## config.mk

```make
export PLATFORM = sky130hd
export DESIGN_NAME = cmos_dvp_pattern_gen
export DESIGN_NICKNAME = d
export VERILOG_FILES = /design/src/rtl/cmos_pkg.sv /design/src/rtl/cmos_patgen_lfsr8.sv /design/src/rtl/cmos_dvp_pattern_gen.sv
export SDC_FILE = /design/constraint.sdc
export NUM_CORES = 1
export LEC_CHECK = 0
export ABC_AREA = 1
export CAP_MARGIN = 30
export CORE_MARGIN = 2
export CORE_UTILIZATION = 55
export DETAILED_ROUTE_END_ITERATION = 7
export PLACE_DENSITY = 0.82
export SLEW_MARGIN = 20
export SYNTH_ARGS = -nofsm -noshare
export SYNTH_HDL_FRONTEND = slang
export SYNTH_SLANG_ARGS = --single-unit
```

## constraint.sdc

```tcl
create_clock -name cmos_pclk -period 5.9 [get_ports cmos_pclk]
set_input_delay 0.885 -clock cmos_pclk [delete_from_list [all_inputs] [get_ports cmos_pclk]]
set_output_delay 0.885 -clock cmos_pclk [all_outputs]
set_load 0.005 [all_outputs]
```

## src/rtl/cmos_pkg.sv

```systemverilog
// Shared types and constants for the synthetic DVP pattern source.
// The LFSR constants are only consumed when CMOS_PATGEN_LFSR_EN is defined.
package cmos_pkg;

    typedef enum logic [2:0] {
        ST_IDLE   = 3'd0,
        ST_VSYNC  = 3'd1,
        ST_VBACK  = 3'd2,
        ST_ACTIVE = 3'd3,
        ST_VFRONT = 3'd4
    } patgen_state_t;

    localparam logic [1:0] PAT_HRAMP = 2'd0;
    localparam logic [1:0] PAT_VRAMP = 2'd1;
    localparam logic [1:0] PAT_CHECK = 2'd2;
    localparam logic [1:0] PAT_LFSR  = 2'd3;

    localparam logic [7:0] LFSR_SEED    = 8'h01;
    // Taps for x^8 + x^6 + x^5 + x^4 + 1, shifting toward the MSB.
    localparam logic [7:0] LFSR_TAPS    = 8'hB8;
    localparam logic [7:0] LFSR_OFF_VAL = 8'h80;

    function automatic logic [7:0] lfsr8_next(input logic [7:0] s);
        return {s[6:0], ^(s & LFSR_TAPS)};
    endfunction

endpackage

```

## src/rtl/cmos_patgen_lfsr8.sv

```systemverilog
// 8-bit Fibonacci LFSR for the noise pattern; only built with CMOS_PATGEN_LFSR_EN.
// load_i reseeds and has priority over en_i.
`ifdef CMOS_PATGEN_LFSR_EN
module cmos_patgen_lfsr8
    import cmos_pkg::*;
(
    input  logic       clk_i,
    input  logic       rst_ni,
    input  logic       en_i,
    input  logic       load_i,
    output logic [7:0] state_o
);

    logic [7:0] state_q;
    logic [7:0] state_d;

    always_comb begin
        state_d = state_q;
        if (load_i) begin
            state_d = LFSR_SEED;
        end else if (en_i) begin
            state_d = lfsr8_next(state_q);
        end
    end

    always_ff @(posedge clk_i or negedge rst_ni) begin
        if (!rst_ni) begin
            state_q <= LFSR_SEED;
        end else begin
            state_q <= state_d;
        end
    end

    assign state_o = state_q;

endmodule
`endif

```

## src/rtl/cmos_dvp_pattern_gen.sv

```systemverilog
// Synthetic DVP sensor source with MT9V034-style frame timing and four test patterns.
// Define CMOS_PATGEN_LFSR_EN to build the LFSR noise pattern (mode 3); otherwise mode 3 is flat 8'h80.
module cmos_dvp_pattern_gen
    import cmos_pkg::*;
#(
    parameter int H_ACTIVE     = 752,
    parameter int H_BLANK      = 94,
    parameter int VSYNC_LINES  = 2,
    parameter int VBACK_LINES  = 4,
    parameter int V_ACTIVE     = 480,
    parameter int VFRONT_LINES = 4
) (
    input  logic          cmos_pclk,
    input  logic          rst_n,
    input  logic          enable,
    input  logic [1:0]    pattern_sel,
    output logic          cmos_vsync,
    output logic          cmos_href,
    output logic [7:0]    cmos_data,
    output logic          frame_start,
    output logic          frame_done,
    output logic [15:0]   frame_cnt,
    output patgen_state_t dbg_state
);

    localparam int H_TOTAL = H_ACTIVE + H_BLANK;
    localparam int HW      = (H_TOTAL > 1) ? $clog2(H_TOTAL) : 1;
    localparam int V_MAX_A = (VSYNC_LINES > VBACK_LINES) ? VSYNC_LINES : VBACK_LINES;
    localparam int V_MAX_B = (V_ACTIVE > VFRONT_LINES) ? V_ACTIVE : VFRONT_LINES;
    localparam int V_MAX   = (V_MAX_A > V_MAX_B) ? V_MAX_A : V_MAX_B;
    localparam int LW      = ($clog2(V_MAX) > 10) ? $clog2(V_MAX) : 10;

    localparam logic [HW-1:0] H_LAST   = HW'(H_TOTAL - 1);
    localparam logic [HW-1:0] H_ACT    = HW'(H_ACTIVE);
    localparam logic [LW-1:0] VF_LAST  = LW'(VFRONT_LINES - 1);

    patgen_state_t state_q, state_d;
    logic [HW-1:0] h_cnt_q, h_cnt_d;
    logic [LW-1:0] l_cnt_q, l_cnt_d;
    logic [LW-1:0] line_last;
    logic [1:0]    pat_q, pat_d;
    logic [15:0]   frame_cnt_q, frame_cnt_d;
    logic          vsync_d, href_d, frame_start_d, frame_done_d;
    logic [7:0]    data_d;
    logic [7:0]    x8, y8;
    logic [7:0]    noise_val;

    always_comb begin
        state_d   = state_q;
        h_cnt_d   = h_cnt_q;
        l_cnt_d   = l_cnt_q;
        line_last = '0;
        case (state_q)
            ST_VSYNC:  line_last = LW'(VSYNC_LINES - 1);
            ST_VBACK:  line_last = LW'(VBACK_LINES - 1);
            ST_ACTIVE: line_last = LW'(V_ACTIVE - 1);
            ST_VFRONT: line_last = VF_LAST;
            default:   line_last = '0;
        endcase

        if (state_q == ST_IDLE) begin
            h_cnt_d = '0;
            l_cnt_d = '0;
            if (enable) begin
                state_d = ST_VSYNC;
            end
        end else if (h_cnt_q == H_LAST) begin
            h_cnt_d = '0;
            if (l_cnt_q == line_last) begin
                l_cnt_d = '0;
                case (state_q)
                    ST_VSYNC:  state_d = ST_VBACK;
                    ST_VBACK:  state_d = ST_ACTIVE;
                    ST_ACTIVE: state_d = ST_VFRONT;
                    // enable is only looked at here, so a frame always runs to completion.
                    ST_VFRONT: state_d = enable ? ST_VSYNC : ST_IDLE;
                    default:   state_d = ST_IDLE;
                endcase
            end else begin
                l_cnt_d = l_cnt_q + LW'(1);
            end
        end else begin
            h_cnt_d = h_cnt_q + HW'(1);
        end
    end

    // Outputs are decoded from next-state values so each register lines up with its state.
    always_comb begin
        frame_start_d = (state_d == ST_VSYNC) && (state_q != ST_VSYNC);
        frame_done_d  = (state_d == ST_VFRONT) && (h_cnt_d == H_LAST) && (l_cnt_d == VF_LAST);
        vsync_d       = (state_d == ST_VSYNC);
        href_d        = (state_d == ST_ACTIVE) && (h_cnt_d < H_ACT);
        pat_d         = frame_start_d ? pattern_sel : pat_q;
        frame_cnt_d   = frame_done_d ? (frame_cnt_q + 16'd1) : frame_cnt_q;
        x8            = 8'(h_cnt_d);
        y8            = 8'(l_cnt_d);
        data_d        = 8'h00;
        if (href_d) begin
            case (pat_d)
                PAT_HRAMP: data_d = x8;
                PAT_VRAMP: data_d = y8;
                PAT_CHECK: data_d = (x8[3] ^ y8[3]) ? 8'hFF : 8'h00;
                default:   data_d = noise_val;
            endcase
        end
    end

`ifdef CMOS_PATGEN_LFSR_EN
    cmos_patgen_lfsr8 u_lfsr (
        .clk_i   (cmos_pclk),
        .rst_ni  (rst_n),
        .en_i    (href_d),
        .load_i  (frame_start_d),
        .state_o (noise_val)
    );
`else
    assign noise_val = LFSR_OFF_VAL;
`endif

    always_ff @(posedge cmos_pclk or negedge rst_n) begin
        if (!rst_n) begin
            state_q     <= ST_IDLE;
            h_cnt_q     <= '0;
            l_cnt_q     <= '0;
            pat_q       <= PAT_HRAMP;
            frame_cnt_q <= '0;
            cmos_vsync  <= 1'b0;
            cmos_href   <= 1'b0;
            cmos_data   <= 8'h00;
            frame_start <= 1'b0;
            frame_done  <= 1'b0;
        end else begin
            state_q     <= state_d;
            h_cnt_q     <= h_cnt_d;
            l_cnt_q     <= l_cnt_d;
            pat_q       <= pat_d;
            frame_cnt_q <= frame_cnt_d;
            cmos_vsync  <= vsync_d;
            cmos_href   <= href_d;
            cmos_data   <= data_d;
            frame_start <= frame_start_d;
            frame_done  <= frame_done_d;
        end
    end

    assign frame_cnt = frame_cnt_q;
    assign dbg_state = state_q;

endmodule
```

==> metrics.yaml <==
sta:
  timing.hold.ws_ps: 560
  tns_ps: 0
  hold_viol_final: 0
  min_period_ps: 2940
  worst_pin_slew_ps: 661
  setup_slack_ps: 2960
  maxSlewHeadroom: 0.559
  grt_setup_unrepaired: "no"
  slew_viol_final: 0
  fmax_mhz: 340
  period_share: 0.498
  finalSetupViolations: 0
  skew_ps: 6.15
logic_synthesis:
  synth_edf_count: 0
  synth_ff_type: "dfrtp_1"
  synthArstFlopShare: 1.00
  avgSynthCellArea_um2: 7.63
  ys_warn_count: 0
  syn_inst: 445
  post-synth-top-count-cell: "nand2_1"
  synth-seq-area-share: 0.391
  ys_top_cells_by_count: "nand2_1 (110), inv_1 (57), dfrtp_1 (53)"
  ys_seq_elements: 53
  syn_area_mm2: 0.00340
  yosys.area.top_type: "dfrtp_1"
  synth_area_leaders: "dfrtp_1 (39%), nand2_1 (12%), nand3_1 (7.2%)"
  yosysUniqueCellTypes: 41
  mappedNetlistNets: 454
  synth_top_area_share: 0.391
placement:
  gp_congestion: 0.987
  portBuffers: 35
  pre_cts_slack_ps: 2920
  hpwl_um: 6290
clocking:
  cts_tree: "yes"
  ctsHoldBuffers: 0
  clock_tree.htree_level_count: 2
  clockBufferDepth: 2
  cts_buffers: 5
  clk_latency_ps: 310
  postCtsResizedCells: 0
  postCtsSetupBuffers: 0
  cts_num_sinks: 53
  clk_pin_slew_ps: 90
  cts_root_buffer: "clkbuf_8"
cells_and_area:
  antennaDiodeCount: 0
  drive_gt1_frac: 0.126
  nets: 493
  syn2layout_area_growth_pct: 15.2
worst_setup_path:
  path_max_fanout: 17
  start_kind: "register"
  cp-end-kind: "register"
  critical_path.max_stage_delay_ps: 480
  crit_required_ps: 6150
  crit_top_cell: "nand2_1"
  cp_slowest_cell: "nor2_4"
  worstReg2RegStart: "h_cnt_q[0]"
  cp.arrival_ps: 3190
  crit_path_cell_trace: "ha_1 -> nand4_2 -> nor2_1 -> nand2_2 -> nand2_4 -> inv_2 -> nand2_1 -> a21oi_2 -> nand4_1 -> nor2_1 -> nand4_2 -> nor2_4 -> nand2_1 -> nand2_1"
  reg2reg_depth: 14
  crit_type: "reg -> reg"
  ff2ff_setup_slack_ps: 2960
  reg2reg_to: "frame_cnt[11]"
pwr:
  sequentialPowerShare: 0.602
  switching_share: 0.213
  netSwitchingPower_uw: 128
  cellPowerDensity_mw_per_mm2: 154
  clkPwrFrac: 0.380
  comb_power_share: 0.017
  ir_drop_v: 0.000139
  internal_power_uw: 474
  power_leakage_uw: 0.00199
floorplanning:
  die_w_um: 82.6
  core-area_mm2: 0.00596
  io_pins: 36
  die_y_um: 82.6
  initial_core_util: 0.570
  rows: 28
  dieArea_mm2: 0.00682
global_routing:
  grtUsageTotal: 0.258
  grt_pass1_wl_um: 13400
  grt_pass1_vias: 2886
  antenna_found_initial: 0
  grt_max_degree: 54
  grt_overflow: 0
drt:
  drt_first_pass_iters: 5
  avgViaCountPerCell: 5.64
  drtIter0Drc: 192
  drcViolationCount: 0
  wl_um: 8240
  ant_nets: 0
  vias: 3159
  wl_per_cell_um: 14.7
worst_hold_path:
  holdPathEnd: "h_cnt_q[0]"
  holdCritStartpoint: "h_cnt_q[0]"
  whs_path_depth: 1
  min_path_type: "reg -> reg"
run:
  drv_cap: 0
status:
  status: "finished clean"
==> registers in the layout, summed over array words and instances, names as in the netlist <==
register,flops
l_cnt_q,10
frame_start,1
cmos_vsync,1
pat_q,2
frame_cnt,16
cmos_href,1
dbg_state,3
h_cnt_q,10
frame_done,1
cmos_data,8
==> power groups by stage <==
stage               Combinational (uW)  Sequential, uW  Clock [uW]
detailed placement                11.0             370           0
floorplan                        0.594             370           0
CTS                               11.0             363         234
finish                            10.4             363         229
global placement                  10.6             370           0
global route                      12.4             363         248
==> layer usage <==
| layer | share of wire | vias up | GRT usage |
|---|---|---|---|
| met5 | 0 | - | 0 |
| met4 | 0.019 | 0 | 0.0918 |
| met3 | 0.063 | 16 | 0.0446 |
| met2 | 0.48 | 122 | 0.410 |
| met1 | 0.44 | 1504 | 0.358 |
| li1 | - | 1517 | - |
==> stage by stage <==
stage	std cells	util	area, um2	total power (uW)
finish	560	0.657	3910	602
global route	560	0.657	3910	623
CTS	560	0.657	3910	608
detailed placement	552	0.639	3810	381
global placement	552	0.639	3810	381
floorplan	445	-	3400	371
==> how the worst max path moves through the flow <==
stage               startpoint             to  slack (ps)  depth (start not counted)
floorplan           h_cnt_q[0]  frame_cnt[11]        3630                         14
global placement        enable  frame_cnt[10]        3010                         10
detailed placement      enable  frame_cnt[11]        2920                         10
CTS                 h_cnt_q[0]  frame_cnt[11]        3000                         14
global route        h_cnt_q[0]  frame_cnt[13]        2680                         14
finish              h_cnt_q[0]  frame_cnt[11]        2960                         14
==> placed cells by master, fill, tap and decap left out, types with 7 or more instances in the layout <==
master,netlist,layout
nand2_2,9,9
o21ai_1,9,9
nor3_1,12,12
nor2_1,38,38
xor2_1,14,14
inv_1,57,57
nand3_2,11,11
nand3_1,49,49
clkdlybuf4s50_1,0,34
clkbuf_8,0,7
nand2_1,110,110
o21ai_0,15,15
dfrtp_1,53,53
nand4_1,11,11
==> worst max-delay path, delay by kind of cell, from the launching register on <==
| family | cells | cell delay (ps) |
|---|---|---|
| DFF | 1 | 450 |
| AOI/OAI and AO/OA | 1 | 230 |
| adders and majority gates | 1 | 250 |
| buffers and inverters | 1 | 110 |
| and+or+nand+nor | 11 | 1850 |
==> logic make-up (layout without fill, tap and decap cells) <==
| kind of cell | count (synthesis) | after routing | synth area share |
|---|---|---|---|
| simple gates | 264 | 264 | 0.401 |
| flops | 53 | 53 | 0.391 |
| xor+xnor | 20 | 20 | 0.0516 |
| buf+inv | 69 | 109 | 0.0829 |
| fa+ha+maj | 4 | 4 | 0.0147 |
| compound gates | 35 | 35 | 0.0597 |
==> layout make-up <==
type,count,area (um2)
Clock buffer,7,96.3
Clock inverter,1,8.76
Fill cell,501,2040
Inverter,65,245
Multi-Input combinational cell,323,1790
Sequential cell,53,1330
Tap cell,75,93.8
Timing Repair Buffer,36,353
Note: power is estimated with default switching activity, not from simulation.
